<file path="src/rtl/dmem_access_unit.sv">
// Load/store access unit between the memory stage and a byte-enabled data RAM.
// One request at a time: IDLE -> ACCESS (single RAM cycle) -> RESP, or IDLE -> RESP on error.
module dmem_access_unit #(
  parameter logic [31:0] BASE = 32'h1001_0000,
  parameter int unsigned SIZE = 512
) (
  input  logic        clk,
  input  logic        rst,
  input  logic        req_valid,
  output logic        req_ready,
  input  logic [2:0]  req_op,
  input  logic [31:0] req_addr,
  input  logic [31:0] req_wdata,
  output logic        resp_valid,
  input  logic        resp_ready,
  output logic [31:0] resp_rdata,
  output logic        resp_err,
  output logic        dm_ena,
  output logic        dm_wena,
  output logic [3:0]  dm_byteEna,
  output logic [31:0] dm_addr,
  output logic [31:0] dm_wdata,
  input  logic [31:0] dm_rdata,
  output logic [1:0]  dbg_state
);

  // Handshakes: a transfer happens on a rising edge where valid and ready are
  // both high; valid is held until that edge and its payload does not change.
  typedef enum logic [1:0] {
    IDLE   = 2'd0,
    ACCESS = 2'd1,
    RESP   = 2'd2
  } state_t;

  localparam logic [2:0] OP_LW  = 3'd0;
  localparam logic [2:0] OP_LH  = 3'd1;
  localparam logic [2:0] OP_LHU = 3'd2;
  localparam logic [2:0] OP_LB  = 3'd3;
  localparam logic [2:0] OP_LBU = 3'd4;
  localparam logic [2:0] OP_SW  = 3'd5;
  localparam logic [2:0] OP_SH  = 3'd6;
  localparam logic [2:0] OP_SB  = 3'd7;

  state_t      state, state_nxt;
  logic [2:0]  op_q;
  logic [31:0] addr_q;
  logic [31:0] wdata_q;

  logic        req_fire;
  logic [2:0]  req_nbytes;
  logic        misaligned;
  logic [31:0] req_off;
  logic [32:0] req_end;
  logic        out_of_range;
  logic        req_err;
  logic        store_q;
  logic [31:0] load_data;

  assign req_ready  = (state == IDLE);
  assign resp_valid = (state == RESP);
  assign req_fire   = req_valid && req_ready;
  assign dbg_state  = state;

  // Error check on the request fields; they are latched unchanged on this same edge.
  always_comb begin
    req_nbytes = 3'd1;
    misaligned = 1'b0;
    case (req_op)
      OP_LW, OP_SW: begin
        req_nbytes = 3'd4;
        misaligned = (req_addr[1:0] != 2'b00);
      end
      OP_LH, OP_LHU, OP_SH: begin
        req_nbytes = 3'd2;
        misaligned = req_addr[0];
      end
      default: begin
        req_nbytes = 3'd1;
        misaligned = 1'b0;
      end
    endcase
    // 33-bit compare so an address below BASE wraps to a huge offset and fails.
    req_off      = req_addr - BASE;
    req_end      = {1'b0, req_off} + {30'b0, req_nbytes};
    out_of_range = (req_end > 33'(SIZE));
    req_err      = misaligned || out_of_range;
  end

  assign store_q = op_q[2] && (op_q[1] || op_q[0]);

  always_comb begin
    load_data = 32'h0;
    case (op_q)
      OP_LW:   load_data = dm_rdata;
      OP_LH:   load_data = {{16{dm_rdata[15]}}, dm_rdata[15:0]};
      OP_LHU:  load_data = {16'h0, dm_rdata[15:0]};
      OP_LB:   load_data = {{24{dm_rdata[7]}}, dm_rdata[7:0]};
      OP_LBU:  load_data = {24'h0, dm_rdata[7:0]};
      default: load_data = 32'h0;
    endcase
  end

  always_comb begin
    state_nxt = state;
    case (state)
      IDLE:    if (req_fire) state_nxt = req_err ? RESP : ACCESS;
      ACCESS:  state_nxt = RESP;
      RESP:    if (resp_ready) state_nxt = IDLE;
      default: state_nxt = IDLE;
    endcase
  end

  always_ff @(posedge clk or posedge rst) begin
    if (rst) state <= IDLE;
    else     state <= state_nxt;
  end

  always_ff @(posedge clk or posedge rst) begin
    if (rst) begin
      op_q       <= 3'd0;
      addr_q     <= 32'h0;
      wdata_q    <= 32'h0;
      resp_rdata <= 32'h0;
      resp_err   <= 1'b0;
    end else begin
      if (req_fire) begin
        op_q     <= req_op;
        addr_q   <= req_addr;
        wdata_q  <= req_wdata;
        resp_err <= req_err;
        if (req_err) resp_rdata <= 32'h0;
      end
      if (state == ACCESS) begin
        resp_rdata <= load_data;
        resp_err   <= 1'b0;
      end
    end
  end

  // RAM strobes come from state only, so an async reset drops them at once.
  always_comb begin
    dm_ena     = 1'b0;
    dm_wena    = 1'b0;
    dm_byteEna = 4'b0000;
    dm_addr    = 32'h0;
    dm_wdata   = 32'h0;
    if (state == ACCESS) begin
      dm_ena  = 1'b1;
      dm_wena = store_q;
      dm_addr = addr_q;
      if (store_q) dm_wdata = wdata_q;
      case (op_q)
        OP_LW, OP_SW:         dm_byteEna = 4'b1111;
        OP_LH, OP_LHU, OP_SH: dm_byteEna = 4'b0011;
        OP_LB, OP_LBU, OP_SB: dm_byteEna = 4'b0001;
        default:              dm_byteEna = 4'b0000;
      endcase
    end
  end

endmodule

</file>
<file path="config.mk">
export PLATFORM = sky130hd
export DESIGN_NAME = dmem_access_unit
export DESIGN_NICKNAME = d
export VERILOG_FILES = /design/src/rtl/dmem_access_unit.sv
export SDC_FILE = /design/constraint.sdc
export NUM_CORES = 1
export LEC_CHECK = 0
export ABC_AREA = 1
export CELL_PAD_IN_SITES_DETAIL_PLACEMENT = 1
export CELL_PAD_IN_SITES_GLOBAL_PLACEMENT = 1
export CORE_ASPECT_RATIO = 1.25
export CORE_UTILIZATION = 36
export CTS_CLUSTER_SIZE = 20
export DETAILED_ROUTE_END_ITERATION = 12
export PLACE_DENSITY = 0.9
export SYNTH_ARGS = -nofsm -noshare
export SYNTH_HDL_FRONTEND = slang
export SYNTH_SLANG_ARGS = --single-unit
</file>
<file path="constraint.sdc">
create_clock -name clk -period 5.31 [get_ports clk]
set_input_delay 0.531 -clock clk [delete_from_list [all_inputs] [get_ports clk]]
set_output_delay 0.531 -clock clk [all_outputs]
set_load 0.01 [all_outputs]
</file>
==> reports/summary.json, run 1 <==
{
  "wl_met3_um": 843,
  "synth_mux_area_share_pct": 4.709,
  "dp_hpwl_um": 16710,
  "die_ht_um": 154.5,
  "postCtsSetupBuffers": 0,
  "grt_start_max_net_pins": 80,
  "fin_setup_tns_ps": 0,
  "final_antenna_net_count": 0,
  "track_usage_pct": 23.27,
  "comb_power_share_pct": 23.6,
  "report.final.hold_viol_count": 0,
  "drt-initial-drc-count": 249,
  "cts_resized": 0,
  "gp_congestion": 0.8808,
  "min_delay_worst_type": "reg2reg",
  "maxCapViolations": 0,
  "synth-seq-cells": 102,
  "cts_tree": "done",
  "largest_family_of_logic_cells_by_synthesized_area": "simple AND/OR/NAND/NOR gates",
  "grt_pass1_vias": 7084,
  "ioPinCount": 210,
  "startpoint_type": "input port",
  "synth.distinct_cells": 28,
  "critical-path-top-cell-by-count": "sky130_fd_sc_hd__nand2_1",
  "worst_slew_margin_rel_pct": 20.07,
  "setup_viol_count_final": 0,
  "count_of_yosys_warnings_during_synthesis": 0,
  "unrepaired_setup_endpoints_after_global_routing": "no",
  "layout.nets": 1237,
  "synth_compound_area_share_pct": 5.194,
  "post_synthesis_instance_total": 932,
  "fp-row-count": 55,
  "synthToLayoutAreaGrowth_pct": 38.10,
  "synth-seq-area-share_pct": 38.12,
  "leakage_power_of_the_design_nw": 4.379,
  "die-width_um": 124.0,
  "cts.reportedPaths.clkPinSlew_ps": 70,
  "crit_chain": "clkdlybuf4s50_1 -> nand2_1 -> nand2_1 -> inv_1 -> nand2_1 -> inv_1 -> ha_1 -> nand2_1 -> nand3_1 -> nand2_1 -> nor2_2 -> nand2_1 -> nor2_2 -> nand2_1 -> nand2_1 -> nand3_1 -> nor2_2 -> nand2_1 -> nor2_2 -> nand2_2 -> nand2_4 -> o211ai_1",
  "clock_buffer_depth": 2,
  "crit_required_ps": 5500,
  "place.port_buffers": 209,
  "worstMarginPinSlew_ps": 1198,
  "wire_length_per_cell_after_detailed_routing_um": 15.98,
  "syn_nets": 1046,
  "dp_worst_setup_slack_ps": 1182,
  "route.top_layer_used": "met4",
  "finalCritPeriodShare_pct": 70.72,
  "vdd_drop_max_mv": 0.1403,
  "clock_tree.htree_level_count": 3,
  "drtPass1Iterations": 4,
  "data_arrival_time_of_the_worst_path_ps": 3940,
  "wl_met2_um": 11510,
  "clock_network_power_share_pct": 33.2,
  "drt-met1-wl_um": 8563,
  "residual_drc": 0,
  "netSwitchingFraction_pct": 32.45,
  "critical_path_peak_fanout": 33,
  "grt_antenna_before_repair": 0,
  "synth_simple_gate_area_share_pct": 39.31,
  "fillCellCount": 2270,
  "antennaDiodeCount": 0,
  "critical-path-max-stage-delay_ps": 510,
  "initial_utilization_pct": 36.86,
  "wl_final_um": 21670,
  "synth_xor_xnor_area_share_pct": 0.7848,
  "synth_fa_ha_area_share_pct": 2.167,
  "setup.worst_path.end_class": "flop",
  "die_area_mm2": 0.01915,
  "synth_edf_count": 0,
  "finalWorstSetupSlack_ps": 1555,
  "cts-buffers-inserted": 9,
  "share_seq_of_total_power_pct": 43.1,
  "cts.hold.buffers_added": 0,
  "mappedNetlistArea_mm2": 0.006696,
  "cpMaxStageDelayCell": "sky130_fd_sc_hd__clkdlybuf4s50_1",
  "numClockSinks": 102,
  "synth_flop_cell": "sky130_fd_sc_hd__dfrtp_1",
  "fmax_mhz": 266.3,
  "ctsRootBufferMaster": "sky130_fd_sc_hd__clkbuf_16",
  "combined_area_of_the_multi_input_logic_cells_mm2": 0.003506,
  "postSynthAreaPerCell_um2": 7.185,
  "p_int_mw": 1.485,
  "vias": 6655,
  "layout-drive-gt1-share_pct": 13.21,
  "grt_first_pass_wirelength_um": 34940,
  "async_flop_share_pct": 100.0,
  "core_area_mm2": 0.01817,
  "slew_violations": 0,
  "final_period_minus_worst_setup_slack_ps": 3755,
  "clock-skew-final_ps": 11.05,
  "clk-insertion-delay-late_ps": 350,
  "status": "complete, no violations",
  "netSwitchingPower_uw": 713.2,
  "global_route.overflow_total": 0,
  "avgViaCountPerCell": 4.908,
  "sequential_cell_area_mm2": 0.002552,
  "criticalPathCategory": "in2reg",
  "powerDensity_mw_per_mm2": 237.7
}
## cell families after synthesis
| logic type | Yosys count |
|---|---|
| buffers and inverters | 151 |
| adder cells (fa/ha/maj) | 11 |
| AO/OA/AOI/OAI | 69 |
| AND/OR/NAND/NOR | 565 |
| XOR/XNOR | 6 |
| multiplexers | 28 |
| flip-flops | 102 |
## layer usage
| layer | vias to the layer above | GRT usage [%] |
|---|---|---|
| li1 | 3253 | - |
| met1 | 3203 | 26.06 |
| met2 | 160 | 43.44 |
| met3 | 39 | 2.876 |
| met4 | 0 | 9.467 |
| met5 | - | 0 |
## cells in the final DEF, fill, tap and decap left out, drive strengths merged, types with 9 or more instances in the layout
master | netlist | routed
clkdlybuf4s50 | 0 | 209
dfrtp | 102 | 102
nor2 | 149 | 149
o21ai | 49 | 49
mux2 | 28 | 28
clkbuf | 28 | 9
nand3 | 90 | 90
ha | 10 | 10
a21oi | 19 | 19
nand2 | 319 | 319
inv | 114 | 116
## final timing paths
kind / startpoint / to / slack (ps) / cells past startpoint
worst min register to register: addr_q[19] / addr_q[19] / 490 / 2
worst max-delay path: req_op[0] / dbg_state[1] / 1550 / 22
max in group asynchronous: rst / wdata_q[28] / 3610 / 3
min in group asynchronous: rst / wdata_q[8] / 780 / 2
worst max register to register: dbg_state[0] / resp_rdata[6] / 2940 / 7
worst min-delay path: addr_q[19] / addr_q[19] / 490 / 2
## state kept, by name, indices dropped and copies added (netlist names)
name	flops
addr_q	32
dbg_state	2
op_q	3
resp_err	1
resp_rdata	32
wdata_q	32
## synth_stat cells, drive strengths merged, types with 2 or more instances
| cell type | instances | area, um^2 |
|---|---|---|
| nand2 | 319 | 1270 |
| nor2 | 149 | 688.2 |
| inv | 114 | 427.9 |
| dfrtp | 102 | 2552 |
| nand3 | 90 | 635.6 |
| o21ai | 49 | 245.2 |
| clkbuf | 28 | 125.1 |
| mux2 | 28 | 315.3 |
| a21oi | 19 | 95.09 |
| ha | 10 | 125.1 |
| buf | 7 | 90.09 |
| xor2 | 5 | 43.79 |
| nor3 | 4 | 20.02 |
| nand4 | 3 | 18.77 |
| clkinv | 2 | 7.510 |
## per-stage QoR
step / hold WS (ps) / util (%) / instances / power, mW / cell area, um^2
2_1_floorplan: 453.0 / - / 932 / 1.283 / 6696
4_1_cts: 492.7 / 50.90 / 1356 / 2.226 / 9248
3_3_place_gp: 465.1 / 49.10 / 1340 / 1.452 / 8920
3_5_place_dp: 473.5 / 49.10 / 1340 / 1.484 / 8920
6_report: 490.0 / 50.90 / 1356 / 2.198 / 9248
5_1_grt: 522.0 / 50.90 / 1356 / 2.332 / 9248
## layout make-up
type | instances | share of cell area [%]
multi-input combinational | 679 | 37.91
clock inverter | 7 | 1.109
inverter | 116 | 4.749
sequential | 102 | 27.60
timing repair buffer | 215 | 23.11
tap | 228 | 3.085
clock buffer | 9 | 2.435
## critical path: cells and delay by family
family                     cells  cell delay [ps]
and+or+nand+nor               17             2210
AOI/OAI and AO/OA              1              180
buffers and inverters          3              630
adders and majority gates      1              370
## power groups by stage
stage	combinational, mW	sequential, mW	clock, mW
3_3_place_gp	0.499	0.953	0
4_1_cts	0.527	0.948	0.751
6_report	0.520	0.948	0.730
2_1_floorplan	0.341	0.942	0
3_5_place_dp	0.521	0.963	0
5_1_grt	0.585	0.963	0.783
Note: power is estimated with default switching activity, not from simulation.
==> inputs of run 2 (changes only) <==
CORE_UTILIZATION = 33   (was 36)
PLACE_DENSITY = 0.84   (was 0.9)
clock period = 3.89 ns   (was 5.31 ns; I/O delays follow)
==> run 2 against run 1 <==
Against the previous run: setup slack got worse by 1200 ps; sequential share of layout area decreased by 0.26 points; first-iteration DRC count fell by 11%; largest cell class unchanged; hold slack lost 8.8 ps; count of clock-buffer cells in the layout stayed put; sequential power increased by 36%; utilization decreased by 3.5 points; critical path type unchanged; total power grew 37%; via count decreased by 1.5%; die area rose by 9.0%; final area rose by 0.93%; flip-flop and latch count stayed put.
==> reports/summary.json, run 2 (same netlist as run 1, synthesis figures left out) <==
{
  "clock_buffer_depth": {"value": 2, "change": "unchanged"},
  "clock-skew-final": {"value": 14.37, "unit": "ps", "change": "was 11.05 ps"},
  "grt_start_max_net_pins": {"value": 109, "change": "was 80"},
  "final_design_area_no_fill": {"value": 0.009334, "unit": "mm^2", "change": "was 0.009248 mm^2"},
  "vias": {"value": 6558, "change": "was 6655"},
  "placedInstanceArea": {"value": 0.009007, "unit": "mm^2", "change": "was 0.008920 mm^2"},
  "global_route.overflow_total": {"value": 0, "change": "unchanged"},
  "cts-buffers-inserted": {"value": 9, "change": "unchanged"},
  "clock_tree.htree_level_count": {"value": 3, "change": "unchanged"},
  "ioPinCount": {"value": 210, "change": "unchanged"},
  "fmax_mhz": 283.8,
  "final_common_cell": {"value": "sky130_fd_sc_hd__nand2_1", "change": "unchanged"},
  "layout_top_registers": {"value": "addr_q x32, resp_rdata x32, wdata_q x32", "change": "unchanged"},
  "worst_slew_margin_rel": {"value": 24.06, "unit": "%", "change": "was 20.07%"},
  "initial_utilization": {"value": 34.02, "unit": "%", "change": "was 36.86%"},
  "final_antenna_net_count": {"value": 0, "change": "unchanged"},
  "numClockSinks": {"value": 102, "change": "unchanged"},
  "maxCapViolations": {"value": 0, "change": "unchanged"},
  "wl_final": {"value": 21640, "unit": "um", "change": "was 21670 um"},
  "avgViaCountPerCell": {"value": 4.701, "change": "was 4.908"},
  "critical-path-max-stage-delay": {"value": 440, "unit": "ps", "change": "was 510 ps"},
  "finalWorstSetupSlack": {"value": 366.6, "unit": "ps", "change": "was 1555 ps"},
  "cts.hold.buffers_added": {"value": 0, "change": "unchanged"},
  "final_cell_mix": {"value": "sky130_fd_sc_hd__nand2_1 (295), sky130_fd_sc_hd__clkdlybuf4s50_1 (209), sky130_fd_sc_hd__nor2_1 (121)", "change": "unchanged"},
  "startpoint_type": {"value": "input port", "change": "unchanged"},
  "leakage_power_of_the_design": {"value": 4.396, "unit": "nW", "change": "was 4.379 nW"},
  "die_area": {"value": 0.02087, "unit": "mm^2", "change": "was 0.01915 mm^2"},
  "slew_violations": {"value": 0, "change": "unchanged"},
  "timing.hold.ws": {"value": 481.2, "unit": "ps", "change": "was 490.0 ps"},
  "gp_congestion": {"value": 0.8318, "change": "was 0.8808"},
  "r2r.worst_path.cells": {"value": 3, "change": "was 7"},
  "totalPowerFinal": {"value": 3.012, "unit": "mW", "change": "was 2.198 mW"},
  "core_area": {"value": 0.01968, "unit": "mm^2", "change": "was 0.01817 mm^2"},
  "postLayoutCoreUtil": {"value": 47.42, "unit": "%", "change": "was 50.90%"},
  "cpMaxStageDelayCell": {"value": "sky130_fd_sc_hd__clkdlybuf4s50_1", "change": "unchanged"},
  "crit_required": {"value": 4180, "unit": "ps", "change": "was 5500 ps"},
  "setup_viol_count_final": {"value": 0, "change": "unchanged"},
  "dp_worst_setup_slack": {"value": 0.7607, "unit": "ps", "change": "was 1182 ps"},
  "worstMarginPinSlew": {"value": 1139, "unit": "ps", "change": "was 1198 ps"},
  "antennaDiodeCount": {"value": 0, "change": "unchanged"},
  "drt-initial-drc-count": {"value": 222, "change": "was 249"},
  "report.final.hold_viol_count": {"value": 0, "change": "unchanged"},
  "final_period_minus_worst_setup_slack_ps": 3523,
  "vdd_drop_max": {"value": 0.1788, "unit": "mV", "change": "was 0.1403 mV"},
  "dp_cells": {"value": 1379, "change": "was 1340"},
  "track_usage": {"value": 21.07, "unit": "%", "change": "was 23.27%"},
  "cts.reportedPaths.clkPinSlew": {"value": 90, "unit": "ps", "change": "was 70 ps"},
  "residual_drc": {"value": 0, "change": "unchanged"},
  "cts_tree": {"value": "done", "change": "unchanged"},
  "setup.worst_path.end_class": {"value": "flop", "change": "unchanged"},
  "grt_pass1_vias": {"value": 6706, "change": "was 7084"},
  "synthToLayoutAreaGrowth": {"value": 39.39, "unit": "%", "change": "was 38.10%"},
  "min_delay_worst_type": {"value": "in2async", "change": "was reg2reg"},
  "grt_first_pass_wirelength": {"value": 34320, "unit": "um", "change": "was 34940 um"},
  "grt_antenna_before_repair": {"value": 0, "change": "unchanged"},
  "dp_hpwl": {"value": 16750, "unit": "um", "change": "was 16710 um"},
  "status": {"value": "complete, no violations", "change": "unchanged"},
  "criticalPathCategory": {"value": "in2reg", "change": "unchanged"},
  "fin_setup_tns": {"value": 0, "unit": "ps", "change": "unchanged"},
  "critical_path_peak_fanout": {"value": 17, "change": "was 33"},
  "die-width": {"value": 129.4, "unit": "um", "change": "was 124.0 um"},
  "data_arrival_time_of_the_worst_path": {"value": 3820, "unit": "ps", "change": "was 3940 ps"},
  "die_ht": {"value": 161.3, "unit": "um", "change": "was 154.5 um"},
  "critical-path-top-cell-by-count": {"value": "sky130_fd_sc_hd__nand2_1", "change": "unchanged"},
  "postCtsSetupBuffers": {"value": 0, "change": "unchanged"},
  "drtPass1Iterations": {"value": 4, "change": "unchanged"},
  "unrepaired_setup_endpoints_after_global_routing": {"value": "no", "change": "unchanged"},
  "layout-drive-gt1-share": {"value": 13.36, "unit": "%", "change": "was 13.21%"},
  "final_cell_count_no_fill": {"value": 1395, "change": "was 1356"},
  "clk-insertion-delay-late": {"value": 360, "unit": "ps", "change": "was 350 ps"},
  "powerDensity": {"value": 322.7, "unit": "mW/mm^2", "change": "was 237.7 mW/mm^2"},
  "place.port_buffers": {"value": 209, "change": "unchanged"},
  "fp-row-count": {"value": 57, "change": "was 55"},
  "ctsRootBufferMaster": {"value": "sky130_fd_sc_hd__clkbuf_16", "change": "unchanged"},
  "finalCritPeriodShare_pct": 90.58,
  "wire_length_per_cell_after_detailed_routing": {"value": 15.51, "unit": "um", "change": "was 15.98 um"},
  "layout.nets": {"value": 1239, "change": "was 1237"},
  "cts_resized": {"value": 0, "change": "unchanged"}
}
[run 2: changes by cell type in the layout (fill, tap and decap cells not counted)]
cell                         change
sky130_fd_sc_hd__buf_12          +2
sky130_fd_sc_hd__clkinv_2        -1
sky130_fd_sc_hd__clkinv_4        -1
sky130_fd_sc_hd__clkinvlp_4      +1
sky130_fd_sc_hd__inv_4           +1
[run 2: final timing paths]
path | endpoint | start | slack [ps]
setup / recovery | resp_rdata[21] | req_op[2] | 370
hold / removal | wdata_q[3] | rst | 480
setup reg to reg | wdata_q[10] | dbg_state[1] | 1920
hold reg to reg | addr_q[29] | addr_q[29] | 490
max in group asynchronous | addr_q[21] | rst | 2660
min in group clk | addr_q[29] | addr_q[29] | 490
[run 2: where the power goes]
| group | switching, mW | internal, mW | leakage [nW] |
|---|---|---|---|
| clock network | 0.486 | 0.523 | 0.156 |
| logic | 0.409 | 0.303 | 2.96 |
| registers | 0.0812 | 1.21 | 1.28 |
| total | 0.976 | 2.04 | 4.40 |
[run 2: critical path: cells and delay by family]
kind                     cells  cell delay, ps
buffers and inverters        5             840
AND/OR/NAND/NOR             22            2140
adder cells (fa/ha/maj)      2             440
[run 2: cell type report]
class,instances,area (um^2)
Multi-Input combinational cell,679,3506
Clock inverter,7,101.3
Inverter,116,440.4
Timing Repair Buffer,217,2177
Clock buffer,9,225.2
Tap cell,265,331.6
Fill cell,2469,10350
Sequential cell,102,2552
[run 2: per-layer routing]
metal | track usage [%] | up-vias | share of wire, % | wire (um)
li1 | - | 3261 | - | -
met4 | 6.712 | 0 | 2.2 | 477
met5 | 0 | - | 0 | 0
met3 | 2.915 | 24 | 4.0 | 868
met1 | 23.30 | 3142 | 40 | 8567
met2 | 40.59 | 131 | 54 | 11730
==> inputs of run 3 (changes only) <==
CORE_MARGIN = 5   (was unset)
==> run 3 against run 2 <==
Against the previous run: clock power about the same; register-to-register slack got worse by 460 ps; largest cell class unchanged; sequential power about the same; die area increased by 11%.
==> reports/summary.json, run 3 (same netlist as run 1, synthesis figures left out) <==
{
  "status": {"value": "complete, no violations", "change": "unchanged"},
  "share_seq_of_total_power": {"value": 43.0, "unit": "%", "change": "was 42.8%"},
  "synthToLayoutAreaGrowth": {"value": 39.59, "unit": "%", "change": "was 39.39%"},
  "clock_buffer_depth": {"value": 2, "change": "unchanged"},
  "final_period_minus_worst_setup_slack": {"value": 3436, "unit": "ps", "change": "was 3523 ps"},
  "vdd_drop_max": {"value": 0.3016, "unit": "mV", "change": "was 0.1788 mV"},
  "clock_network_power_share": {"value": 33.4, "unit": "%", "change": "was 33.5%"},
  "fmax": {"value": 291.1, "unit": "MHz", "change": "was 283.8 MHz"},
  "worst_slew_margin_rel": {"value": 47.15, "unit": "%", "change": "was 24.06%"},
  "vias": {"value": 6600, "change": "was 6558"},
  "finalCritPeriodShare": {"value": 88.32, "unit": "%", "change": "was 90.58%"},
  "antennaDiodeCount": {"value": 0, "change": "unchanged"},
  "crit_required": {"value": 4180, "unit": "ps", "change": "about the same"},
  "numClockSinks": {"value": 102, "change": "unchanged"},
  "grt_start_max_net_pins": {"value": 66, "change": "was 109"},
  "grt_antenna_before_repair": {"value": 0, "change": "unchanged"},
  "ctsRootBufferMaster": {"value": "sky130_fd_sc_hd__clkbuf_16", "change": "unchanged"},
  "layout.nets": {"value": 1240, "change": "was 1239"},
  "layout_top_registers": {"value": "addr_q x32, resp_rdata x32, wdata_q x32", "change": "unchanged"},
  "startpoint_type": {"value": "input port", "change": "unchanged"},
  "drt-initial-drc-count": {"value": 242, "change": "was 222"},
  "cts.hold.buffers_added": {"value": 0, "change": "unchanged"},
  "setup_viol_count_final": {"value": 0, "change": "unchanged"},
  "cts_resized": {"value": 0, "change": "unchanged"},
  "core_area": {"value": 0.02003, "unit": "mm^2", "change": "was 0.01968 mm^2"},
  "report.final.hold_viol_count": {"value": 0, "change": "unchanged"},
  "p_int": {"value": 2.033, "unit": "mW", "change": "was 2.036 mW"},
  "final_design_area_no_fill": {"value": 0.009348, "unit": "mm^2", "change": "was 0.009334 mm^2"},
  "final_antenna_net_count": {"value": 0, "change": "unchanged"},
  "netSwitchingPower": {"value": 969.8, "unit": "uW", "change": "was 976.1 uW"},
  "placedInstanceArea": {"value": 0.009020, "unit": "mm^2", "change": "was 0.009007 mm^2"},
  "fillCellCount": {"value": 2540, "change": "was 2469"},
  "dp_hpwl": {"value": 17490, "unit": "um", "change": "was 16750 um"},
  "critical-path-top-cell-by-count": {"value": "sky130_fd_sc_hd__nand2_1", "change": "unchanged"},
  "leakage_power_of_the_design": {"value": 4.403, "unit": "nW", "change": "was 4.396 nW"},
  "netSwitchingFraction": {"value": 32.29, "unit": "%", "change": "was 32.41%"},
  "comb_power_share": {"value": 23.7, "unit": "%", "change": "was 23.6%"},
  "dp_cells": {"value": 1385, "change": "was 1379"},
  "unrepaired_setup_endpoints_after_global_routing": {"value": "no", "change": "unchanged"},
  "r2r_slack": {"value": 1460, "unit": "ps", "change": "was 1920 ps"},
  "critPathTopFamily": {"value": "simple AND/OR/NAND/NOR gates", "change": "unchanged"},
  "critical-path-max-stage-delay": {"value": 480, "unit": "ps", "change": "was 440 ps"},
  "setup.worst_path.end_class": {"value": "flop", "change": "unchanged"},
  "final_cell_count_no_fill": {"value": 1401, "change": "was 1395"},
  "cts.reportedPaths.clkPinSlew": {"value": 80, "unit": "ps", "change": "was 90 ps"},
  "die_ht": {"value": 169.3, "unit": "um", "change": "was 161.3 um"},
  "drtPass1Iterations": {"value": 4, "change": "unchanged"},
  "clock_tree.htree_level_count": {"value": 3, "change": "unchanged"},
  "track_usage": {"value": 19.07, "unit": "%", "change": "was 21.07%"},
  "final_common_cell": {"value": "sky130_fd_sc_hd__nand2_1", "change": "unchanged"},
  "grt_first_pass_wirelength": {"value": 35790, "unit": "um", "change": "was 34320 um"},
  "critical_path_peak_fanout": {"value": 24, "change": "was 17"},
  "postLayoutCoreUtil": {"value": 46.67, "unit": "%", "change": "was 47.42%"},
  "wl_final": {"value": 22170, "unit": "um", "change": "was 21640 um"},
  "clk-insertion-delay-late": {"value": 360, "unit": "ps", "change": "about the same"},
  "avgViaCountPerCell": {"value": 4.711, "change": "was 4.701"},
  "die-width": {"value": 137.4, "unit": "um", "change": "was 129.4 um"},
  "grt_pass1_vias": {"value": 7192, "change": "was 6706"},
  "layout-drive-gt1-share": {"value": 13.44, "unit": "%", "change": "was 13.36%"},
  "final_cell_mix": {"value": "sky130_fd_sc_hd__nand2_1 (295), sky130_fd_sc_hd__clkdlybuf4s50_1 (209), sky130_fd_sc_hd__nor2_1 (121)", "change": "unchanged"},
  "crit_path_start": {"value": "req_op[2]", "change": "unchanged"},
  "data_arrival_time_of_the_worst_path": {"value": 3730, "unit": "ps", "change": "was 3820 ps"},
  "fin_setup_tns": {"value": 0, "unit": "ps", "change": "unchanged"},
  "min_delay_worst_type": {"value": "reg2reg", "change": "was in2async"},
  "wire_length_per_cell_after_detailed_routing": {"value": 15.83, "unit": "um", "change": "was 15.51 um"},
  "cts_tree": {"value": "done", "change": "unchanged"},
  "number_of_buffers_and_inverters_on_the_critical_path": {"value": 5, "change": "unchanged"},
  "gp_congestion": {"value": 0.8080, "change": "was 0.8318"},
  "die_area": {"value": 0.02326, "unit": "mm^2", "change": "was 0.02087 mm^2"},
  "worstMarginPinSlew": {"value": 792.7, "unit": "ps", "change": "was 1139 ps"},
  "maxCapViolations": {"value": 0, "change": "unchanged"},
  "cts-buffers-inserted": {"value": 9, "change": "unchanged"},
  "slew_violations": {"value": 0, "change": "unchanged"},
  "global_route.overflow_total": {"value": 0, "change": "unchanged"},
  "initial_utilization": {"value": 33.43, "unit": "%", "change": "was 34.02%"},
  "fp-row-count": {"value": 58, "change": "was 57"},
  "place.port_buffers": {"value": 209, "change": "unchanged"},
  "powerDensity": {"value": 321.3, "unit": "mW/mm^2", "change": "was 322.7 mW/mm^2"},
  "postCtsSetupBuffers": {"value": 0, "change": "unchanged"},
  "timing.rr.start": {"value": "dbg_state[1]", "change": "unchanged"},
  "residual_drc": {"value": 0, "change": "unchanged"},
  "cpMaxStageDelayCell": {"value": "sky130_fd_sc_hd__clkdlybuf4s50_1", "change": "unchanged"},
  "ioPinCount": {"value": 210, "change": "unchanged"},
  "criticalPathCategory": {"value": "in2reg", "change": "unchanged"},
  "clock-skew-final": {"value": 11.51, "unit": "ps", "change": "was 14.37 ps"},
  "min-delay-start": "addr_q[28]"
}
[run 3: final cells by class]
type,instances,area (um^2),area share (%)
multi-input cells,679,3506,37.50
flip-flops and latches,102,2552,27.31
repair buffers,218,2185,23.37
inverters,116,439.2,4.698
well taps,270,337.8,3.614
clock buffers,9,225.2,2.409
clock inverters,7,102.6,1.098
[run 3: power groups by stage]
stage	Sequential [mW]	Combinational [mW]	Clock, mW
5_1_grt	1.31	0.808	1.08
3_5_place_dp	1.31	0.721	0
2_1_floorplan	1.29	0.465	0
4_1_cts	1.29	0.726	1.04
6_report	1.29	0.711	1.00
3_3_place_gp	1.30	0.690	0
[run 3: worst paths after layout]
check | to | cells after the start
worst min-delay path | addr_q[28] | 2
worst max register to register | resp_rdata[5] | 6
worst min register to register | addr_q[28] | 2
min in group asynchronous | wdata_q[3] | 2
max in group asynchronous | addr_q[30] | 3
worst max-delay path | resp_rdata[29] | 28
[run 3: tightest hold or removal path: cells and delay by family, from the launching register on]
family / cells / cell delay [ps]
simple gates: 1 / 50
flops: 1 / 350
compound gates: 1 / 50
[run 3: metrics by stage]
stage	hold slack [ps]	worst slack (ps)	power [mW]
after floorplan	453.0	825.5	1.751
after global placement	466.6	247.4	1.990
after detailed placement	472.8	94.46	2.034
after CTS	492.6	438.1	3.057
after global routing	506.4	94.23	3.200
final	484.8	454.2	3.003
[run 3: layer usage]
layer | track usage [%] | vias to the layer above | share of wire [%]
li1 | - | 3260 | -
met1 | 20.91 | 3192 | 39
met2 | 37.34 | 123 | 55
met3 | 2.610 | 25 | 3.5
met5 | 0 | - | 0
met4 | 5.382 | 0 | 2.2
